## src/rtl/Purple_Jade_pkg.sv

```systemverilog
// Purple_Jade_pkg: shared core types (tags, opcodes, issue and CDB records) used by the functional units.
package Purple_Jade_pkg;
  localparam int WORD_SIZE_P = 16;
  localparam int NUM_PHYS_REG = 32;
  localparam int NUM_FU = 4;
  localparam int ROB_SIZE = 16;
  localparam int TAG_W = $clog2(NUM_PHYS_REG) + 1;
  localparam int ROB_W = $clog2(ROB_SIZE);
  typedef logic [TAG_W-1:0] tag_t;
  // The extra top bit places NULL_TAG outside every physical register tag.
  localparam tag_t NULL_TAG = {1'b1, {(TAG_W-1){1'b0}}};
  typedef enum logic [1:0] {FU_ALU, FU_MUL, FU_MEM, FU_BR} fu_e;
  typedef enum logic [3:0] {
    OP_NOP, OP_ADD, OP_SUB, OP_AND, OP_OR, OP_XOR, OP_SHL, OP_SHR,
    OP_MUL, OP_MULHU, OP_MULHS
  } opcode_e;
  typedef struct packed {
    logic n;
    logic z;
    logic c;
    logic v;
  } flags_t;
  typedef struct packed {
    opcode_e opcode;
    tag_t dest_id;
    logic [ROB_W-1:0] rob_dest;
    logic [31:0] pc;
    logic [WORD_SIZE_P-1:0] source_1_data;
    logic [WORD_SIZE_P-1:0] source2_imm_data;
  } issued_instruction_t;
  typedef struct packed {
    tag_t dest;
    logic [ROB_W-1:0] rob_dest;
    logic [31:0] pc;
    logic [WORD_SIZE_P-1:0] result;
    flags_t flags;
  } CDB_t;
endpackage

```

## src/rtl/mul_core.sv

```systemverilog
// mul_core: registered 2*WIDTH_P multiplier producing both unsigned and signed products.
//   clk_i, reset_n_i : clock, async active-low reset
//   en_i             : load the product registers (idle cycles hold)
//   a_i, b_i         : operands
//   prod_u_o         : unsigned a*b
//   prod_s_o         : signed a*b
module mul_core #(
  parameter int WIDTH_P = 16
) (
  input  logic                 clk_i,
  input  logic                 reset_n_i,
  input  logic                 en_i,
  input  logic [WIDTH_P-1:0]   a_i,
  input  logic [WIDTH_P-1:0]   b_i,
  output logic [2*WIDTH_P-1:0] prod_u_o,
  output logic [2*WIDTH_P-1:0] prod_s_o
);
  logic [2*WIDTH_P-1:0] prod_u_d, prod_s_d, prod_u_q, prod_s_q;
  assign prod_u_d = {{WIDTH_P{1'b0}}, a_i} * {{WIDTH_P{1'b0}}, b_i};
  // Sign-extending to full width makes the modular product equal the signed product.
  assign prod_s_d = {{WIDTH_P{a_i[WIDTH_P-1]}}, a_i} * {{WIDTH_P{b_i[WIDTH_P-1]}}, b_i};
  always_ff @(posedge clk_i or negedge reset_n_i)
    if (!reset_n_i) begin
      prod_u_q <= '0;
      prod_s_q <= '0;
    end else if (en_i) begin
      prod_u_q <= prod_u_d;
      prod_s_q <= prod_s_d;
    end
  assign prod_u_o = prod_u_q;
  assign prod_s_o = prod_s_q;
endmodule

```

## src/rtl/mul_unit.sv

```systemverilog
// mul_unit: 3-stage pipelined multiply functional unit broadcasting onto one CDB slot.
//   clk_i, reset_n_i : clock, async active-low reset
//   valid_i          : issue strobe
//   instruction_i    : issued instruction (sampled when valid_i)
//   flush_i          : kill all in-flight operations
//   cdb_o, cdb_v_o   : result broadcast and its valid
//   busy_o           : any stage holds a live operation
module mul_unit
  import Purple_Jade_pkg::*;
#(
  parameter int WIDTH_P = WORD_SIZE_P,
  parameter int LAT_P = 3
) (
  input  logic                clk_i,
  input  logic                reset_n_i,
  input  logic                valid_i,
  input  issued_instruction_t instruction_i,
  input  logic                flush_i,
  output CDB_t                cdb_o,
  output logic                cdb_v_o,
  output logic                busy_o
);
  logic [LAT_P-1:0] v_q, v_d;
  issued_instruction_t s1_q;
  opcode_e s2_op_q;
  tag_t s2_dest_q;
  logic [ROB_W-1:0] s2_rob_q;
  logic [31:0] s2_pc_q;
  logic [2*WIDTH_P-1:0] prod_u, prod_s;
  logic [WIDTH_P-1:0] res;
  logic is_lo, is_mul;
  CDB_t cdb_q, cdb_d;
  // Stage valids shift one bit per cycle: bit 0 is S1, bit LAT_P-1 is S3.
  assign v_d = flush_i ? '0 : {v_q[LAT_P-2:0], valid_i};
  always_ff @(posedge clk_i or negedge reset_n_i)
    if (!reset_n_i) v_q <= '0;
    else v_q <= v_d;
  always_ff @(posedge clk_i or negedge reset_n_i)
    if (!reset_n_i) s1_q <= '0;
    else if (valid_i) s1_q <= instruction_i;
  mul_core #(.WIDTH_P(WIDTH_P)) u_core (
    .clk_i(clk_i),
    .reset_n_i(reset_n_i),
    .en_i(v_q[0]),
    .a_i(s1_q.source_1_data),
    .b_i(s1_q.source2_imm_data),
    .prod_u_o(prod_u),
    .prod_s_o(prod_s)
  );
  always_ff @(posedge clk_i or negedge reset_n_i)
    if (!reset_n_i) begin
      s2_op_q <= OP_NOP;
      s2_dest_q <= '0;
      s2_rob_q <= '0;
      s2_pc_q <= '0;
    end else if (v_q[0]) begin
      s2_op_q <= s1_q.opcode;
      s2_dest_q <= s1_q.dest_id;
      s2_rob_q <= s1_q.rob_dest;
      s2_pc_q <= s1_q.pc;
    end
  assign is_lo = s2_op_q == OP_MUL;
  assign is_mul = is_lo || s2_op_q == OP_MULHU || s2_op_q == OP_MULHS;
  assign res = is_lo ? prod_u[WIDTH_P-1:0]
             : s2_op_q == OP_MULHU ? prod_u[2*WIDTH_P-1:WIDTH_P]
             : s2_op_q == OP_MULHS ? prod_s[2*WIDTH_P-1:WIDTH_P]
             : '0;
  // Overflow: the signed product differs from its own low half sign-extended.
  always_comb begin
    cdb_d = '0;
    cdb_d.dest = s2_dest_q;
    cdb_d.rob_dest = s2_rob_q;
    cdb_d.pc = s2_pc_q;
    cdb_d.result = res;
    cdb_d.flags.n = is_mul & res[WIDTH_P-1];
    cdb_d.flags.z = is_mul & ~|res;
    cdb_d.flags.c = is_lo & |prod_u[2*WIDTH_P-1:WIDTH_P];
    cdb_d.flags.v = is_lo & (prod_s != {{WIDTH_P{prod_s[WIDTH_P-1]}}, prod_s[WIDTH_P-1:0]});
  end
  always_ff @(posedge clk_i or negedge reset_n_i)
    if (!reset_n_i) cdb_q <= '0;
    else if (v_q[1]) cdb_q <= cdb_d;
  assign cdb_v_o = v_q[LAT_P-1];
  assign busy_o = |v_q;
  always_comb begin
    cdb_o = cdb_q;
    cdb_o.dest = cdb_v_o ? cdb_q.dest : NULL_TAG;
  end
endmodule
```

## config.mk

```make
export PLATFORM = sky130hd
export DESIGN_NAME = mul_unit
export DESIGN_NICKNAME = d
export VERILOG_FILES = /design/src/rtl/Purple_Jade_pkg.sv /design/src/rtl/mul_core.sv /design/src/rtl/mul_unit.sv
export SDC_FILE = /design/constraint.sdc
export NUM_CORES = 1
export LEC_CHECK = 0
export CORE_UTILIZATION = 45
export CTS_CLUSTER_SIZE = 8
export DETAILED_ROUTE_END_ITERATION = 10
export MAX_ROUTING_LAYER = met4
export PLACE_DENSITY = 0.64
export SLEW_MARGIN = 10
export SYNTH_ARGS = -nofsm -noshare
export SYNTH_HDL_FRONTEND = slang
export SYNTH_SLANG_ARGS = --single-unit
```

## constraint.sdc

```tcl
create_clock -name clk_i -period 13.22 [get_ports clk_i]
set_input_delay 1.322 -clock clk_i [delete_from_list [all_inputs] [get_ports clk_i]]
set_output_delay 1.322 -clock clk_i [all_outputs]
set_load 0.01 [all_outputs]
```

==> results_tabular.tex <==
\begin{tabular}{lr}
\hline
Metric & Value \\
\hline
\multicolumn{2}{l}{\textbf{Timing}} \\
\quad Fraction of the cycle the final worst path needs & about 53\% \\
\quad Actual slew at the worst max-slew pin & 1.07 ns \\
\quad Minimum clock period & approximately 7.0 ns \\
\quad Fmax & 142 MHz \\
\quad Final setup viols & 0 \\
\quad Final max-slew violation count & 0 \\
\quad Clock Skew & $\sim$0.03 ns \\
\quad Setup repair after global routing missed its margin & false \\
\quad Sum of negative setup slack & 0 ns \\
\quad Relative slew slack & a little under 30\% \\
\quad Number of endpoints with negative hold slack in the final report & 0 \\
\multicolumn{2}{l}{\textbf{Yosys}} \\
\quad Sequential-to-total area share from yosys stat & about a quarter \\
\quad Yosys synthesis warning count & 0 \\
\quad Syn Inst Count & roughly 2.3k \\
\quad Flip-flop cell with the highest count after synthesis & dfrtp\_1 \\
\quad Compound-cell area share of the yosys netlist & slightly above 5\% \\
\quad Share of the synthesized area in the top cell type & 30.5\% \\
\quad Area share of and/or/nand/nor cells after synthesis & 9.62\% \\
\quad Share of synthesized area spent on multiplexers & around a tenth \\
\quad Average size of a mapped cell & between 10 and 15 um\^{}2 \\
\quad Post-synthesis share of cell area spent on full adders, half adders and majority gates & 38.4\% \\
\quad Number of storage elements in the synthesis netlist & 238 \\
\quad Cell taking the most area after synthesis & fa\_1 \\
\quad Largest family of logic cells by synthesized area & adder cells \\
\quad Proportion of synthesized flip-flops having asynchronous set or reset & 100\% \\
\quad Top cells by area, synth & fa\_1, dfrtp\_1, mux2\_2, ha\_1, inv\_1 \\
\quad Number of nets produced by synthesis & 2876 \\
\quad Xor and xnor area share after synthesis & $\sim$1.3\% \\
\quad Distinct cell type count of the synthesized netlist & 64 \\
\quad Combined area of all synthesized cells & approximately 0.024 mm\^{}2 \\
\quad Number of synthesized flops with an enable pin & 0 \\
\multicolumn{2}{l}{\textbf{Routing}} \\
\quad WL per Instance & about 18 um \\
\quad Detailed Route WL & 54.1 mm \\
\quad Iter 0 DRT Violations & roughly 640 \\
\quad Drt first pass iters & 5 \\
\quad Routed via count & 15.7k \\
\quad DRC violations left & 0 \\
\quad Count of antenna-violating nets left after detailed routing & 0 \\
\quad Average via count per standard cell & 5.18 \\
\multicolumn{2}{l}{\textbf{Final layout}} \\
\quad Net count, final & $\sim$2.9k \\
\quad Area occupied by multi-input gates & around 0.015 mm\^{}2 \\
\quad Ratio of cells with drive above 1 in the final layout & between 10\% and 20\% \\
\quad Antenna diode count & 0 \\
\quad Area Overhead vs Synth & 11.1\% \\
\quad Finished Layout Cells & 3028 \\
\quad Fill cells & $\sim$4.7k \\
\quad Storage cell area & roughly 0.006 mm\^{}2 \\
\multicolumn{2}{l}{\textbf{Clock tree}} \\
\quad Number of CTS-inserted buffers & 36 \\
\quad Master cell of the clock root buffer & clkbuf\_16 \\
\quad Count of buffers added by post-CTS timing repair for setup & 0 \\
\quad Clock Latency Late Sink & 0.55 ns \\
\quad Sink count of the clock tree & 238 \\
\quad Clock H-tree levels & 2 \\
\quad Hold-fix buffers at CTS & 0 \\
\quad Clk slew on worst S/H paths & 0.06 ns \\
\quad TritonCTS clock tree & done \\
\quad Clock tree buffer depth & 3 \\
\quad Post-cts repair resize count & 0 \\
\multicolumn{2}{l}{\textbf{Setup path}} \\
\quad CP Launch Type & register \\
\quad Worst path cell trace & inv\_1 > nor2\_1 > fa\_1 > inv\_1 > fa\_1 > inv\_1 > fa\_1 > fa\_1 > fa\_1 > inv\_1 > fa\_1 > inv\_1 > ha\_1 > nand4\_1 > o21ai\_1 > o22ai\_1 > a211oi\_1 > o211ai\_1 > nand3b\_1 > xor2\_1 > mux2\_2 \\
\quad Cell family contributing the most delay on the critical path & adder cells \\
\quad Buffers and inverters on the worst path & 5 \\
\quad Nature of the critical path endpoint & register \\
\quad Worst path slowest cell & dfrtp\_1 \\
\quad Req. time, crit path & between 10 and 15 ns \\
\quad Critical Path Max Stage Delay & around 0.88 ns \\
\quad Type of the worst setup path & register to register \\
\quad Most prevalent standard cell on the critical path & fa\_1 \\
\quad Data arrival time of the critical path & $\sim$7.5 ns \\
\quad Top fanout value on the critical path & 28 \\
\multicolumn{2}{l}{\textbf{Floorplan}} \\
\quad Row Count & 84 \\
\quad Width of the die & approximately 230 um \\
\quad Initial core utilization & between 40 and 50\% \\
\quad Number of placed I/O pins & between 100 and 150 \\
\quad Die Footprint & $\sim$0.054 mm\^{}2 \\
\quad Area of the placeable core & 0.0527 mm\^{}2 \\
\quad Die H & 233 um \\
\multicolumn{2}{l}{\textbf{Global routing}} \\
\quad Number of global-route vias before repair & $\sim$17k \\
\quad GRT Resource Usage Total & between 20\% and 30\% \\
\quad Wire length of the first global-routing pass & 90.6 mm \\
\quad Number of antenna violations at the first check in global routing & 0 \\
\quad Grt total ovfl & 0 \\
\quad Largest net degree at the start of global routing & slightly below 90 \\
\multicolumn{2}{l}{\textbf{Outcome}} \\
\quad Result of the run & completed \\
\multicolumn{2}{l}{\textbf{Job}} \\
\quad Max-cap violations & 0 \\
\multicolumn{2}{l}{\textbf{Placement}} \\
\quad Count of input and output buffers & about 150 \\
\quad Final weighted congestion in routability-driven placement & 0.899 \\
\quad Half-perimeter wire length of the detailed placement result & about 43 mm \\
\quad Instance count after placement with tap cells included & 2983 \\
\multicolumn{2}{l}{\textbf{Min path}} \\
\quad Tightest Hold Check Type & register to register \\
\hline
\end{tabular}
==> logic make-up (layout without fill, tap and decap cells) <==
group / count (synthesis) / after routing
AND/OR/NAND/NOR: 470 / 470
buffers and inverters: 623 / 686
multiplexers: 218 / 218
flip-flops: 238 / 238
adder cells (fa/ha/maj): 517 / 517
XOR/XNOR: 35 / 35
AO/OA/AOI/OAI: 176 / 176
==> path summary, 6_finish.rpt <==
check	startpoint	endpoint	slack, ns	cells after the start
min in group asynchronous	reset_n_i	s2_dest_q[2]	0.75	1
min reg2reg	s1_q[62]	s2_pc_q[30]	0.50	1
max	s1_q[15]	u_core.prod_s_o[29]	6.18	21
max in group asynchronous	reset_n_i	s2_rob_q[3]	10.00	3
max reg2reg	s1_q[15]	u_core.prod_s_o[29]	6.18	21
min	s1_q[62]	s2_pc_q[30]	0.50	1
==> per-layer routing <==
| layer | share of wire (%) | wire length (um) | global-route usage (%) |
|---|---|---|---|
| met1 | 42 | 22800 | 27.7 |
| met2 | 51 | 27500 | 37.4 |
| met3 | 4.3 | 2340 | 2.68 |
| met4 | 2.7 | 1440 | 5.96 |
| met5 | 0 | 0 | - |
==> final cells by class <==
cell class,count,share of cell area [%]
Clock inverter,4,0.277
Tap cell,688,3.23
Inverter,487,6.86
Clock buffer,41,3.53
Timing Repair Buffer,154,5.71
Sequential cell,238,22.4
Multi-Input combinational cell,1416,58.0
==> state kept, by name (all words and copies together), names as in the netlist, 6 cells and up <==
name / flops
s1_q: 78
cdb_o: 56
s2_pc_q: 32
u_core.prod_u_o: 28
u_core.prod_s_o: 21
cdb_q: 6
s2_dest_q: 6
==> worst reg2reg max path: stages (launching register included) <==
cell and delay, ns:
dfrtp_1 0.88, inv_1 0.39, nor2_1 0.22, fa_1 0.44, inv_1 0.09, fa_1 0.42, inv_1 0.08, fa_1 0.43
fa_1 0.46, fa_1 0.50, inv_1 0.06, fa_1 0.48, inv_1 0.04, ha_1 0.36, nand4_1 0.14, o21ai_1 0.18
o22ai_1 0.15, a211oi_1 0.71, o211ai_1 0.31, nand3b_1 0.23, xor2_1 0.08, mux2_2 0.26
==> through the flow <==
stage	hold WS, ns	setup WS (ns)	util [%]	area (um^2)
after floorplan	0.448	7.12	-	24000
after global placement	0.481	6.29	48.7	25600
after detailed placement	0.487	6.27	48.7	25600
after CTS	0.493	6.23	50.6	26700
after global routing	0.512	5.82	50.6	26700
final	0.496	6.18	50.6	26700
==> Yosys cell counts (all sizes together) (10+ instances only) <==
library cell  instances
clkbuf               71
nor3                 21
nand2b               16
buf                  65
a31oi                10
nor2                 64
a21o                 20
nor4                 11
and2                119
a21oi                46
ha                  152
o21ai                29
dfrtp               238
fa                  365
xnor2                30
nand2               181
nand3                13
inv                 487
mux2i                16
mux2                202
==> layout by cell type (no fill, tap or decap), types with 5 or more instances in the layout <==
cell type,instances
a211oi_1,7
a21o_1,20
a21oi_1,46
a31oi_1,10
and2_1,119
and3_1,6
buf_4,10
clkbuf_16,36
clkdlybuf4s50_1,143
dfrtp_1,236
fa_1,365
ha_1,152
inv_1,487
mux2_2,201
mux2i_1,16
nand2_1,181
nand2b_1,16
nand3_1,13
nand3b_1,6
nand4_1,9
nor2_1,64
nor2b_1,8
nor3_1,21
nor4_1,11
o21a_1,8
o21ai_0,20
o21ai_1,8
o21bai_1,5
o2bb2ai_1,5
o31ai_1,8
xnor2_1,30
xor2_1,5
Power is left out: the tool's default activity adds up to more than one toggle a clock period on the data nets, which glitch-free logic cannot reach.
